**config.mk**
```make
export PLATFORM = sky130hd
export DESIGN_NAME = prog_ram_arbiter
export DESIGN_NICKNAME = d
export VERILOG_FILES = /design/src/rtl/prog_ram_arbiter.sv
export SDC_FILE = /design/constraint.sdc
export NUM_CORES = 1
export LEC_CHECK = 0
export ABC_AREA = 1
export BUFFER_PORTS_ARGS = -buffer_cell sky130_fd_sc_hd__buf_2
export CAP_MARGIN = 30
export CORE_MARGIN = 2
export CORE_UTILIZATION = 31
export DETAILED_ROUTE_END_ITERATION = 12
export PLACE_DENSITY_LB_ADDON = 0.12
export SYNTH_ARGS = -nofsm -noshare
export SYNTH_HDL_FRONTEND = slang
export SYNTH_SLANG_ARGS = --single-unit
export TNS_END_PERCENT = 100
```
**constraint.sdc**
```tcl
create_clock -name clk -period 4.2 [get_ports clk]
set_clock_uncertainty 0.2 [all_clocks]
set_input_delay 0.63 -clock clk [delete_from_list [all_inputs] [get_ports clk]]
set_output_delay 0.63 -clock clk [all_outputs]
set_load 0.01 [all_outputs]
```
**src/rtl/prog_ram_arbiter.sv**
```systemverilog
// prog_ram_arbiter: single-port synchronous-read program RAM shared by display, CPU fetch and bit editor
module prog_ram_arbiter #(
  parameter int ADDR_W = 4,
  parameter int DATA_W = 8
) (
  input  logic                       clk,
  input  logic                       rst,
  input  logic                       mode,
  input  logic                       disp_req,
  input  logic [ADDR_W-1:0]          disp_addr,
  output logic                       disp_ack,
  output logic [DATA_W-1:0]          disp_data,
  input  logic                       cpu_req,
  input  logic [ADDR_W-1:0]          cpu_addr,
  output logic                       cpu_ack,
  output logic [DATA_W-1:0]          cpu_data,
  input  logic                       ed_req,
  input  logic [ADDR_W-1:0]          ed_addr,
  input  logic [$clog2(DATA_W)-1:0]  ed_bit,
  input  logic                       ed_val,
  output logic                       ed_ack,
  output logic [1:0]                 grant_id
);
  typedef enum logic [1:0] {IDLE, RD, RMW_RD, RMW_WR} state_t;
  state_t st, st_n;
  logic [DATA_W-1:0] mem [2**ADDR_W];
  logic [DATA_W-1:0] w_q, w_new;
  logic [ADDR_W-1:0] addr, a_q;
  logic [$clog2(DATA_W)-1:0] b_q;
  logic [1:0] win, own;
  logic other, last_disp, v_q;

  always_ff @(posedge clk)
    if (!rst) st <= IDLE;
    else st <= st_n;

  // Acks are masked by rst so a reset landing in the ack cycle produces no pulse.
  always_comb begin
    other = mode ? ed_req : cpu_req;
    win = (disp_req && !(last_disp && other)) ? 2'd1 : other ? (mode ? 2'd3 : 2'd2) : 2'd0;
    addr = win == 2'd1 ? disp_addr : win == 2'd2 ? cpu_addr : ed_addr;
    st_n = st == IDLE ? (win == 2'd0 ? IDLE : win == 2'd3 ? RMW_RD : RD) : st == RMW_RD ? RMW_WR : IDLE;
    w_new = w_q;
    w_new[b_q] = v_q;
    disp_ack = rst && st == RD && own == 2'd1;
    cpu_ack = rst && st == RD && own == 2'd2;
    ed_ack = rst && st == RMW_WR;
    grant_id = st == IDLE ? 2'd0 : own;
  end

  always_ff @(posedge clk)
    if (!rst) begin
      own <= 2'd0;
      last_disp <= 1'b0;
      disp_data <= '0;
      cpu_data <= '0;
    end else if (st == IDLE && win != 2'd0) begin
      own <= win;
      last_disp <= win == 2'd1;
      a_q <= addr;
      b_q <= ed_bit;
      v_q <= ed_val;
      w_q <= mem[addr];
      if (win == 2'd1) disp_data <= mem[addr];
      if (win == 2'd2) cpu_data <= mem[addr];
    end

  always_ff @(posedge clk)
    if (rst && st == RMW_WR) mem[a_q] <= w_new;
endmodule
```
**Word level (Yosys, flattened, before mapping)**

Memory sizes are Yosys's and may differ from the RTL's.
Cells that the tools add are included.

- Order comparisons: 2
- Eq/ne operators: 8
- Mux-type cells: 16
- Reductions and logical operators: 15

Operators by type and width:

| cell | number |
|---|---|
| 2-bit 2-to-1 mux | 7 |
| 2-bit == test (second input constant) | 5 |
| 8-bit bitwise mux | 1 |
| 1-bit logical AND | 8 |
| 4-bit 2-to-1 mux | 2 |
| 2-bit by 1-bit == test with 1-bit output (second input constant) | 3 |
| 2-bit AND reduction | 3 |
| 1-bit 2-to-1 mux | 5 |
| 2-bit logical NOT | 2 |
| 3-bit by 4-bit < comparator with 1-bit output (second input constant) | 1 |
| 1-bit demux with 3-bit select | 1 |
| 3-bit by 1-bit >= comparator with 1-bit output (second input constant) | 1 |
| 2-bit nonzero test | 1 |
| 1-bit logical NOT | 1 |

- Register bits: 37
- Bits in writable memories: 128
- Input port bits: 22
- Output and inout bits: 21
- Memories kept: 1

Memories:

| name | words | width | read ports | clocked after memory_dff | wr ports | line | text |
|---|---|---|---|---|---|---|---|
| mem | 16 | 8 | 1 | 0 | 1 | 26 | `logic [DATA_W-1:0] mem [2**ADDR_W];` |

**Logic depth before layout (Yosys ltp)**

- Word-level depth: 9
- Mapped depth: 20
- Depth with buffers taken out: 18

**Least setup slack after synthesis**

No wires, ideal clock.

- Path type: input port to flip-flop
- Start: input port cpu_req
- End: register w_q[0] (read register of mem) (data pin)
- Library setup time: 0.256 ns
- Data arrival time: 2.431 ns
- Setup slack: 1.313 ns
- Cell stages on the path: 16
- Path buffers: 2
- Path through: inv_1 -> nor2_4 -> nor2_1 -> inv_1 -> nand2_1 -> nand2_1 -> nand2_1 -> ha_1 -> nand2_1 -> clkbuf_1 -> buf_1 -> nand3_1 -> nand3_1 -> nand3_1 -> nand3_1 -> nand2_1

- Longest elaborated chain between the ends: 9
- Elaborated cells on any way between the ends: 11
- Classes of those cells: eq/ne: 2; mux: 5; reduce/logical: 3; memory: 1

Ends and longest elaborated chain:

| item | line | text |
|---|---|---|
| start: declaration | 13 | `input logic cpu_req,` |
| 1-bit 2-to-1 mux * | 39 | `other = mode ? ed_req : cpu_req;` |
| 1-bit logical AND | 40 | `win = (disp_req && !(last_disp && other)) ? 2'd1 : other ? (mode ? 2'd3 : 2'd2) : 2'd0;` |
| 1-bit logical NOT | 40 |  |
| 1-bit logical AND | 40 |  |
| 2-bit 2-to-1 mux * | 40 |  |
| 2-bit == test | 41 | `addr = win == 2'd1 ? disp_addr : win == 2'd2 ? cpu_addr : ed_addr;` |
| 4-bit 2-to-1 mux | 41 |  |
| 4-bit 2-to-1 mux * | 41 |  |
| memory read 16 x 8 bit * | n/a |  |
| end: declaration | 27 | `logic [DATA_W-1:0] w_q, w_new;` |

Mark *: on every way between the ends. The rest lies on a longest branch, timed or not.
A chain may end at the register's enable or synchronous reset.

**Worst setup path in the final report**

- Start: input port mode
- End: register cpu_data[7] (read register of mem)

- Longest elaborated chain between the ends: 9
- Elaborated cells on any way between the ends: 15
- Classes of those cells: eq/ne: 2; mux: 6; reduce/logical: 6; memory: 1

Ends and longest elaborated chain:

| item | line | text |
|---|---|---|
| start: declaration | 8 | `input logic mode,` |
| 1-bit 2-to-1 mux | 39 |  |
| 1-bit logical AND | 40 |  |
| 1-bit logical NOT | 40 |  |
| 1-bit logical AND | 40 |  |
| 2-bit 2-to-1 mux * | 40 |  |
| 2-bit == test | 41, 65 |  |
| 4-bit 2-to-1 mux (2 in a row) | 41 |  |
| memory read 16 x 8 bit | n/a |  |
| end: declaration | 16 | `output logic [DATA_W-1:0] cpu_data,` |

Marks and branches as above.

==> results.cfg <==
[timing]
rsz0062_at_grt = false
slew_violations = 0
hold_violations = 0
tightest_slew_ns = 0.913
final-setup-viol-count = 0
clock.fmax_mhz = 308
max-slew-margin-rel_pct = 39.1
finalSetupTns_ns = 0
period_share_pct = 77.3
period_needed_ns = 3.25

[clock_tree]
path_clk_slew_ns = 0.07
cts_buffer_depth = 2
tritoncts = done
cts_buffers = 17
post_cts_buffers = 0
cts-root-buf = clkbuf_16
clkSinkCount = 165
insertion_delay_ns = 0.42
post_cts_resized = 0
htreeDepth = 4
ctsHoldBuffers = 0

[synthesis]
syn_inst = 772
synth_most_common_cell = nand3_1
synth_seq_area_share_pct = 63.5
yosysWarnings = 0
ys_types = 28
ys_async_sr_fraction_pct = 0
synth_top_area_share_pct = 57.9
syn_nets = 795
netlist_top_cells_area = edfxtp_1 (58%), nand3_1 (12%), inv_1 (8.4%)
yosysTopAreaCell = edfxtp_1
synth-edff-count = 144
synth_flop_cell = edfxtp_1
avgSynthCellArea_um2 = 9.67
syn_area_um2 = 7470
synth_commonest_cells = nand3_1 (183), inv_1 (168), edfxtp_1 (144), nand2_1 (141), nor2_1 (37)
ys_ff_latch = 165

[die]
ios = 43
fp.dieArea_um2 = 25300
initial_utilization_pct = 31.7
die_h_um = 159
rows = 56
coreArea_um2 = 23500
dieWidth_um = 159

[place]
post-dp-hpwl_um = 13500
gp_congestion = 0.790
placed_area_um2 = 8150
port_buffers = 42

[worst_setup_path]
crit_required_ns = 4.38
crit_path_top_delay_cell = nand2_2
r2r-end = cpu_data[7]
crit_path_end = cpu_data[7]
r2r_cells = 15
crit_chain = buf_2 -> nor2_4 -> nor2_1 -> inv_1 -> nand2_1 -> nand2_1 -> nand2_1 -> ha_1 -> inv_1 -> buf_4 -> nand2_1 -> nand2_2 -> buf_4 -> nand3_1 -> nand3_1 -> nand3_1 -> nand3_1 -> nand2_1 -> inv_1
crit_type = input port to register
path_max_fanout = 32
cp.arrival_ns = 3.42
startpoint_type = input port
max_stage_delay_ns = 0.56
r2r_slack_ns = 1.11
path_common_cell = nand2_1
r2r_start = last_disp
cp-startpoint = mode
worst_setup_path_end_kind = register

[final_layout]
nets = 848
final_layout_size_suffix_gt1_share_pct = 14.1
stdcell_area_um2 = 8730
fillers = 2408
diodes = 0
fin_util_pct = 37.1
syn_to_final_growth_pct = 16.9
multi_input_area_um2 = 1930
seq_area_um2 = 4740

[flow_run]
timing.max_cap.violations = 0

[power]
swShare_pct = 28.6
internal-power_mw = 2.89
power.density_nw_per_um2 = 464
p_seq_share_pct = 46.7
leakage_nw = 3.84
switching_power_mw = 1.16
clkPwrFrac_pct = 38.6
power.share.combinational_pct = 14.7
power_mw = 4.05
vdd_drop_max_v = 0.000182

[global_route]
gr-total-overflow = 0
grt_max_degree = 54
grt_usage_pct = 15.9
grt_first_pass_wirelength_um = 30600
grt_pass1_vias = 5130
antenna_found_initial = 0

[routing]
drt_iter0_drc = 416
final_antenna_net_count = 0
wl_met1_um = 9430
route.detailed.drc = 0
drt-pass1-iter-count = 5
num_vias = 5286
wl_met3_um = 810
top_layer_used = met4
via_per_inst = 4.57
met2_length_um = 9040
wirelength_um = 19700
wl_per_cell_um = 17.0

[worst_hold_path]
hp-class = input port to register

[outcome]
status = completed
-- layer usage --
layer / GRT usage, % / vias up
met5: 0 / -
met4: 6.03 / 0
met2: 24.5 / 145
met3: 2.87 / 18
li1: - / 2626
met1: 22.5 / 2497
-- critical path, delay by kind of cell --
family	cells	cell delay, ns
and+or+nand+nor	12	1.67
buffers and inverters	6	0.89
adders and majority gates	1	0.23
-- flip-flops by register name, indices dropped and copies added (netlist names) --
register and count:
cpu_data 8, st 2, a_q 4, disp_data 8, b_q 3, mem 128
last_disp 1, own 2, v_q 1, w_q 8
-- cell families (layout without fill, tap and decap cells) --
family	after synthesis	count (layout)	synth area share [%]
DFF	165	165	63.5
buffers and inverters	201	267	11.0
and+or+nand+nor	374	374	22.5
adders and majority gates	1	1	0.168
AOI/OAI and AO/OA	31	31	2.85
-- layout make-up --
class	count	area share (%)
clock buffer	18	4.91
sequential	165	54.3
inverter	171	7.35
timing repair buffer	64	4.96
clock inverter	14	1.78
tap	319	4.57
multi-input combinational	406	22.1
-- cells in the final DEF (no fill, tap or decap), drive strengths merged --
| cell | synthesis | routed |
|---|---|---|
| a211oi | 1 | 1 |
| a21oi | 4 | 4 |
| buf | 24 | 64 |
| bufinv | 0 | 1 |
| clkbuf | 6 | 18 |
| clkinvlp | 0 | 1 |
| dfxtp | 21 | 21 |
| edfxtp | 144 | 144 |
| ha | 1 | 1 |
| inv | 171 | 183 |
| nand2 | 145 | 145 |
| nand3 | 185 | 185 |
| nor2 | 40 | 40 |
| nor3 | 3 | 3 |
| o211ai | 5 | 5 |
| o21a | 8 | 8 |
| o21ai | 13 | 13 |
| or2 | 1 | 1 |
-- per-stage QoR --
stage | hold WS (ns) | setup slack, ns | std cells
after floorplan | 0.259 | 1.31 | 772
after global placement | 0.275 | 0.312 | 1119
after detailed placement | 0.279 | 0.488 | 1125
after CTS | 0.159 | 0.931 | 1157
after global routing | 0.156 | 0.587 | 1157
final | 0.179 | 0.955 | 1157
-- power groups by stage --
| stage | logic [mW] | registers, mW | clock network, mW |
|---|---|---|---|
| 2_1_floorplan | 0.353 | 1.93 | 0 |
| 3_3_place_gp | 0.581 | 1.93 | 0 |
| 3_5_place_dp | 0.605 | 1.93 | 0 |
| 4_1_cts | 0.607 | 1.89 | 1.60 |
| 5_1_grt | 0.664 | 1.89 | 1.66 |
| 6_report | 0.595 | 1.89 | 1.57 |
-- how the worst min path moves through the flow --
stage / startpoint / to / slack, ns / depth (start not counted)
after floorplan: own[1] / own[1] / 0.26 / 2
after global placement: own[1] / own[1] / 0.27 / 2
after detailed placement: own[1] / own[1] / 0.28 / 2
after CTS: ed_val / v_q / 0.16 / 1
after global routing: ed_bit[0] / b_q[0] / 0.16 / 1
final: ed_val / v_q / 0.18 / 1
Power figures use the tool's default switching activity.
